## config.mk

```make
export PLATFORM = sky130hd
export DESIGN_NAME = fetch_unit
export DESIGN_NICKNAME = d
export VERILOG_FILES = /design/src/rtl/fetch_unit.sv
export SDC_FILE = /design/constraint.sdc
export NUM_CORES = 1
export LEC_CHECK = 0
export ABC_AREA = 1
export CAP_MARGIN = 10
export CORE_MARGIN = 4
export CORE_UTILIZATION = 35
export CTS_BUF_LIST = sky130_fd_sc_hd__clkbuf_2 sky130_fd_sc_hd__clkbuf_4 sky130_fd_sc_hd__clkbuf_8
export CTS_CLUSTER_SIZE = 20
export DETAILED_ROUTE_END_ITERATION = 16
export MAX_ROUTING_LAYER = met4
export PLACE_DENSITY = 0.72
export SKIP_LAST_GASP = 1
export SLEW_MARGIN = 20
export SYNTH_ARGS = -nofsm -noshare
export SYNTH_HDL_FRONTEND = slang
export SYNTH_SLANG_ARGS = --single-unit
export TNS_END_PERCENT = 30
```

## constraint.sdc

```tcl
create_clock -name clk -period 3.2 [get_ports clk]
set_clock_uncertainty 0.2 [all_clocks]
set_input_delay 0.64 -clock clk [delete_from_list [all_inputs] [get_ports clk]]
set_output_delay 0.64 -clock clk [all_outputs]
set_load 0.01 [all_outputs]
```

## src/rtl/fetch_unit.sv

```systemverilog
// fetch_unit: instruction-fetch / next-PC stage of the unpipelined MIPS core.
// Holds the PC, fetches one word per instruction over a req/ack handshake,
// presents it to the decoder until retire, then steps the PC using the
// decoder's branch/bne/jump flags and the ALU zero flag.
//
// Ports:
//   clk, rst_n         clock (rising edge), synchronous active-low reset
//   imem_addr/req      fetch address (always pc) and request
//   imem_rdata/ack     returned instruction word and its valid strobe
//   instr/opcode       captured instruction and its [31:26] field
//   instr_valid        instruction held, awaiting retire
//   retire             datapath finished the current instruction
//   branch/not_branch/jump/zero/imm_ext  next-PC controls, sampled on retire
//   pc/pc_plus4        current PC and PC+4
//   fetch_err          sticky fetch timeout
//   retire_cnt         retired instruction count
module fetch_unit #(
   parameter logic [31:0] PC_RESET = 32'h0000_0000,
   parameter int unsigned TIMEOUT  = 16
) (
   input  logic        clk,
   input  logic        rst_n,
   output logic [31:0] imem_addr,
   output logic        imem_req,
   input  logic [31:0] imem_rdata,
   input  logic        imem_ack,
   output logic [31:0] instr,
   output logic [5:0]  opcode,
   output logic        instr_valid,
   input  logic        retire,
   input  logic        branch,
   input  logic        not_branch,
   input  logic        jump,
   input  logic        zero,
   input  logic [31:0] imm_ext,
   output logic [31:0] pc,
   output logic [31:0] pc_plus4,
   output logic        fetch_err,
   output logic [31:0] retire_cnt
);

   localparam int CW = $clog2(TIMEOUT + 1);

   typedef enum logic [1:0] {S_IDLE, S_REQ, S_ISSUE, S_HALT} state_t;

   state_t          state_q, state_d;
   logic [31:0]     pc_q, pc_d;
   logic [31:0]     instr_q, instr_d;
   logic            valid_q, valid_d;
   logic            err_q, err_d;
   logic [31:0]     rcnt_q, rcnt_d;
   logic [CW-1:0]   tcnt_q, tcnt_d;
   logic [31:0]     next_pc;
   logic            br_taken;
   logic            unused_imm_hi;

   // Branch offset is a word offset, so the top two imm bits shift out.
   assign unused_imm_hi = ^imm_ext[31:30];

   assign pc_plus4    = pc_q + 32'd4;
   assign pc          = pc_q;
   assign imem_addr   = pc_q;
   assign instr       = instr_q;
   assign opcode      = instr_q[31:26];
   assign instr_valid = valid_q;
   assign fetch_err   = err_q;
   assign retire_cnt  = rcnt_q;

   // With both beq and bne set, either condition takes the branch.
   assign br_taken = (branch & zero) | (not_branch & ~zero);

   always_comb begin
      next_pc = pc_plus4;
      if (jump)
         next_pc = {pc_plus4[31:28], instr_q[25:0], 2'b00};
      else if (br_taken)
         next_pc = pc_plus4 + {imm_ext[29:0], 2'b00};
   end

   always_comb begin
      state_d  = state_q;
      pc_d     = pc_q;
      instr_d  = instr_q;
      valid_d  = valid_q;
      err_d    = err_q;
      rcnt_d   = rcnt_q;
      tcnt_d   = tcnt_q;
      imem_req = 1'b0;
      case (state_q)
         S_IDLE: state_d = S_REQ;
         S_REQ: begin
            imem_req = 1'b1;
            if (imem_ack) begin
               instr_d = imem_rdata;
               valid_d = 1'b1;
               tcnt_d  = '0;
               state_d = S_ISSUE;
            end else if (tcnt_q == CW'(TIMEOUT - 1)) begin
               err_d   = 1'b1;
               tcnt_d  = '0;
               state_d = S_HALT;
            end else begin
               tcnt_d  = tcnt_q + CW'(1);
            end
         end
         S_ISSUE: begin
            if (retire) begin
               pc_d    = next_pc;
               rcnt_d  = rcnt_q + 32'd1;
               valid_d = 1'b0;
               state_d = S_REQ;
            end
         end
         S_HALT:  valid_d = 1'b0;
         default: state_d = S_IDLE;
      endcase
   end

   always_ff @(posedge clk) begin
      if (!rst_n) begin
         state_q <= S_IDLE;
         pc_q    <= PC_RESET;
         instr_q <= '0;
         valid_q <= 1'b0;
         err_q   <= 1'b0;
         rcnt_q  <= '0;
         tcnt_q  <= '0;
      end else begin
         state_q <= state_d;
         pc_q    <= pc_d;
         instr_q <= instr_d;
         valid_q <= valid_d;
         err_q   <= err_d;
         rcnt_q  <= rcnt_d;
         tcnt_q  <= tcnt_d;
      end
   end

endmodule

```

==> flow_summary.json <==
{
  "synthCells": 1275,
  "swShare": 0.3426,
  "slew_headroom": 0.4480,
  "crit_path_end_kind": "primary output",
  "worstPathRequired_ns": 2.36,
  "worstPathMaxFanout": 3,
  "num_vias": 9053,
  "ir_drop_mv": 0.3111,
  "hp-class": "flop to flop",
  "worstHoldEndpoint": "instr[9]",
  "layout-drive-gt1-share": 0.1505,
  "slowest_delay_ns": 0.53,
  "utilization": 0.5259,
  "root_buffer": "clkbuf_8",
  "syn_avg_cell_area_um2": 6.175,
  "whs_path_depth": 2,
  "wl_per_cell_um": 15.86,
  "syn_area_um2": 7873,
  "ys_seq_elements": 103,
  "core_um2": 21960,
  "violations": "negative setup slack",
  "drv_cap": 0,
  "die_area_um2": 24960,
  "worstReg2RegEnd": "imem_addr[26]",
  "rsz0062_at_grt": "yes",
  "grt.overflow.total": 0,
  "clk_latency_ns": 0.37,
  "first_global_vias": 8303,
  "drt_pass1_iterations": 5,
  "die_y_um": 158.0,
  "drt-total-wl_mm": 29.19,
  "cts_tree": "yes",
  "power_frac_comb": 0.355,
  "p_seq_frac": 0.391,
  "drtIter0Drc": 537,
  "htreeDepth": 3,
  "grt_usage": 0.2294,
  "drc": 0,
  "synth-edff-count": 0,
  "p_switching_w": 0.001298,
  "hold_violations": 0,
  "synth_cell_types": 47,
  "crit_chain": "ha_2 > nand2_2 > nor2_4 > buf_4 > nand2_1 > nor2_1 > buf_4 > xor2_2 > buf_4 > clkdlybuf4s50_1",
  "synth-main-ff-cell": "dfxtp_1",
  "total_power_w": 0.003788,
  "pre_cts_slack_ns": -0.05808,
  "io_buffer_count": 232,
  "min_from": "instr[9]",
  "yosysTopAreaCell": "dfxtp_1",
  "fmax_mhz": 301.6,
  "nFillCells": 2171,
  "start_util": 0.3585,
  "fin_crit_sh": 1.036,
  "cts_buffers": 9,
  "layout_setup_ws_ns": -0.1152,
  "hpwl_mm": 23.25,
  "cts_num_sinks": 103,
  "cts.clk_slew.worst_paths_ns": 0.12,
  "die_w_um": 158.0,
  "crit_slowest_cell": "clkdlybuf4s50_1",
  "nets": 1667,
  "rows": 54,
  "r2r_slack_ns": 0.02,
  "antennaDiodeCount": 0,
  "yosys_warnings": 0,
  "netlist.area_leader.share": 0.2619,
  "worstSetupPathType": "flop to primary output",
  "yosys-top-cells-area": "dfxtp_1, nand2_1, inv_1",
  "max-clock-path-buffers": 2,
  "syn_to_final_growth_pct": 46.68,
  "grt_pass1_wl_mm": 44.10,
  "startpoint": "imem_addr[2]",
  "ant_nets": 0,
  "async_reset_ff_frac": 0,
  "rr_startpoint": "imem_addr[2]",
  "r2r_cells": 19,
  "p_leak_nw": 5.109,
  "grt_antenna_before_repair": 0,
  "grt_max_degree": 59,
  "globalplace.congestion": 0.9443,
  "fin_crit_ns": 3.315,
  "crit_top_cell": "buf_4",
  "tightest_slew_ns": 0.8268,
  "outcome": "finished, violations left",
  "p_int_w": 0.002490,
  "ios": 241,
  "via_per_inst": 4.917,
  "critPathLaunchType": "flop",
  "cp.arrival_ns": 2.48,
  "p_per_area_nw_per_um2": 328.0,
  "p_clk_frac": 0.254,
  "slew_viol_final": 0,
  "finalSetupViolCount": 6,
  "yosysSeqAreaShare": 0.2619,
  "fin_tns_setup_ns": -0.4321
}
[critical path: cells and delay by family (launching register included)]
family                   cells  cell delay [ns]
AND/OR/NAND/NOR              4             0.34
buffers and inverters        4             0.98
XOR/XNOR                     1             0.23
flip-flops                   1             0.35
adder cells (fa/ha/maj)      1             0.19
[cell usage in the layout, fill, tap and decap left out, drive strengths merged, types with 2 or more instances in the layout]
master	instances
a21oi	98
a221oi	3
a31oi	3
buf	105
bufinv	2
clkbuf	11
clkdlybuf4s50	224
conb	6
dfxtp	103
dlygate4sd2	6
ha	38
inv	172
nand2	333
nand3	83
nand3b	7
nand4	17
nor2	170
nor3	27
nor3b	2
nor4	5
o211ai	7
o21ai	69
o21bai	6
o221ai	3
or2	8
xnor2	11
xor2	31
[cell usage after synthesis (2+ instances only)]
cell type and n:
nand2_1 330, inv_1 165, nor2_1 158, dfxtp_1 103, a21oi_1 98, nand3_1 79
o21ai_0 69, buf_4 42, ha_1 38, xor2_1 31, clkbuf_1 27, nor3_1 26
nand4_1 16, xnor2_1 11, nand3b_1 7, nor2_2 7, o211ai_1 7, or2_2 6
nor2_4 5, nor4_1 5, o21bai_1 5, inv_2 4, a221oi_1 3, a31oi_1 3
nand2_2 3, nand3_2 3, o221ai_1 3, nor3b_1 2
[sequential cells by signal, summed over array words and instances, names as in the netlist]
name         flops
tcnt_q           5
retire_cnt      32
instr_valid      1
imem_addr       30
fetch_err        1
state_q          2
instr           32
[worst max-delay path by stage]
stage,to,slack (ns),cells after the start
after floorplan,imem_addr[29],0.01,16
after global placement,imem_addr[30],-0.07,20
after detailed placement,imem_addr[30],-0.06,21
after CTS,pc_plus4[26],-0.09,9
after global routing,pc_plus4[8],-0.21,10
final,pc_plus4[8],-0.12,10
[area by class of cell]
type / count / area [µm²] / area share
repair buffers: 336 / 3093 / 0.2679
inverters: 169 / 634.4 / 0.05494
clock inverters: 5 / 86.33 / 0.007476
multi-input cells: 937 / 5157 / 0.4466
flip-flops and latches: 103 / 2081 / 0.1802
clock buffers: 11 / 145.1 / 0.01257
well taps: 280 / 350.3 / 0.03034
[per-stage QoR]
step / hold WS [ns] / area, µm² / cells
after floorplan: 0.2597 / 7891 / 1280
after global placement: 0.2539 / 10820 / 1812
after detailed placement: 0.2684 / 10820 / 1812
after CTS: 0.2836 / 11190 / 1837
after global routing: 0.2994 / 11550 / 1841
final: 0.2778 / 11550 / 1841
[power by group through the flow]
| stage | clock network, W | registers, W | logic (W) |
|---|---|---|---|
| after global placement | 0 | 0.00150 | 0.00127 |
| after floorplan | 0 | 0.00154 | 0.000596 |
| final | 0.000964 | 0.00148 | 0.00134 |
| after detailed placement | 0 | 0.00150 | 0.00128 |
| after CTS | 0.000976 | 0.00148 | 0.00129 |
| after global routing | 0.00103 | 0.00149 | 0.00146 |
[logic make-up (layout without fill, tap and decap cells)]
| group | Yosys count | after routing | share of synthesized area |
|---|---|---|---|
| buffers and inverters | 240 | 521 | 0.1346 |
| adders and majority gates | 39 | 39 | 0.06294 |
| DFF | 103 | 103 | 0.2619 |
| and+or+nand+nor | 654 | 654 | 0.3578 |
| xor gates and xnor gates | 42 | 42 | 0.04673 |
| other | 1 | 6 | 0.0004763 |
| AOI/OAI and AO/OA | 196 | 196 | 0.1356 |
[per-layer routing]
layer,routed length (µm),track usage,share of wire,up-vias
li1,-,-,-,4606
met1,13440,0.3157,0.46,4148
met2,13490,0.3677,0.46,274
met3,1811,0.02351,0.062,25
met4,454,0.04833,0.016,0
met5,0,-,0,-
[timing repair]
action,4_1_cts,5_1_grt
resized for setup,27,77
hold buffers,0,0
endpoints found under the setup margin,29,42
pin swaps,4,14
buffers inserted,9,4
Power figures use the tool's default switching activity.
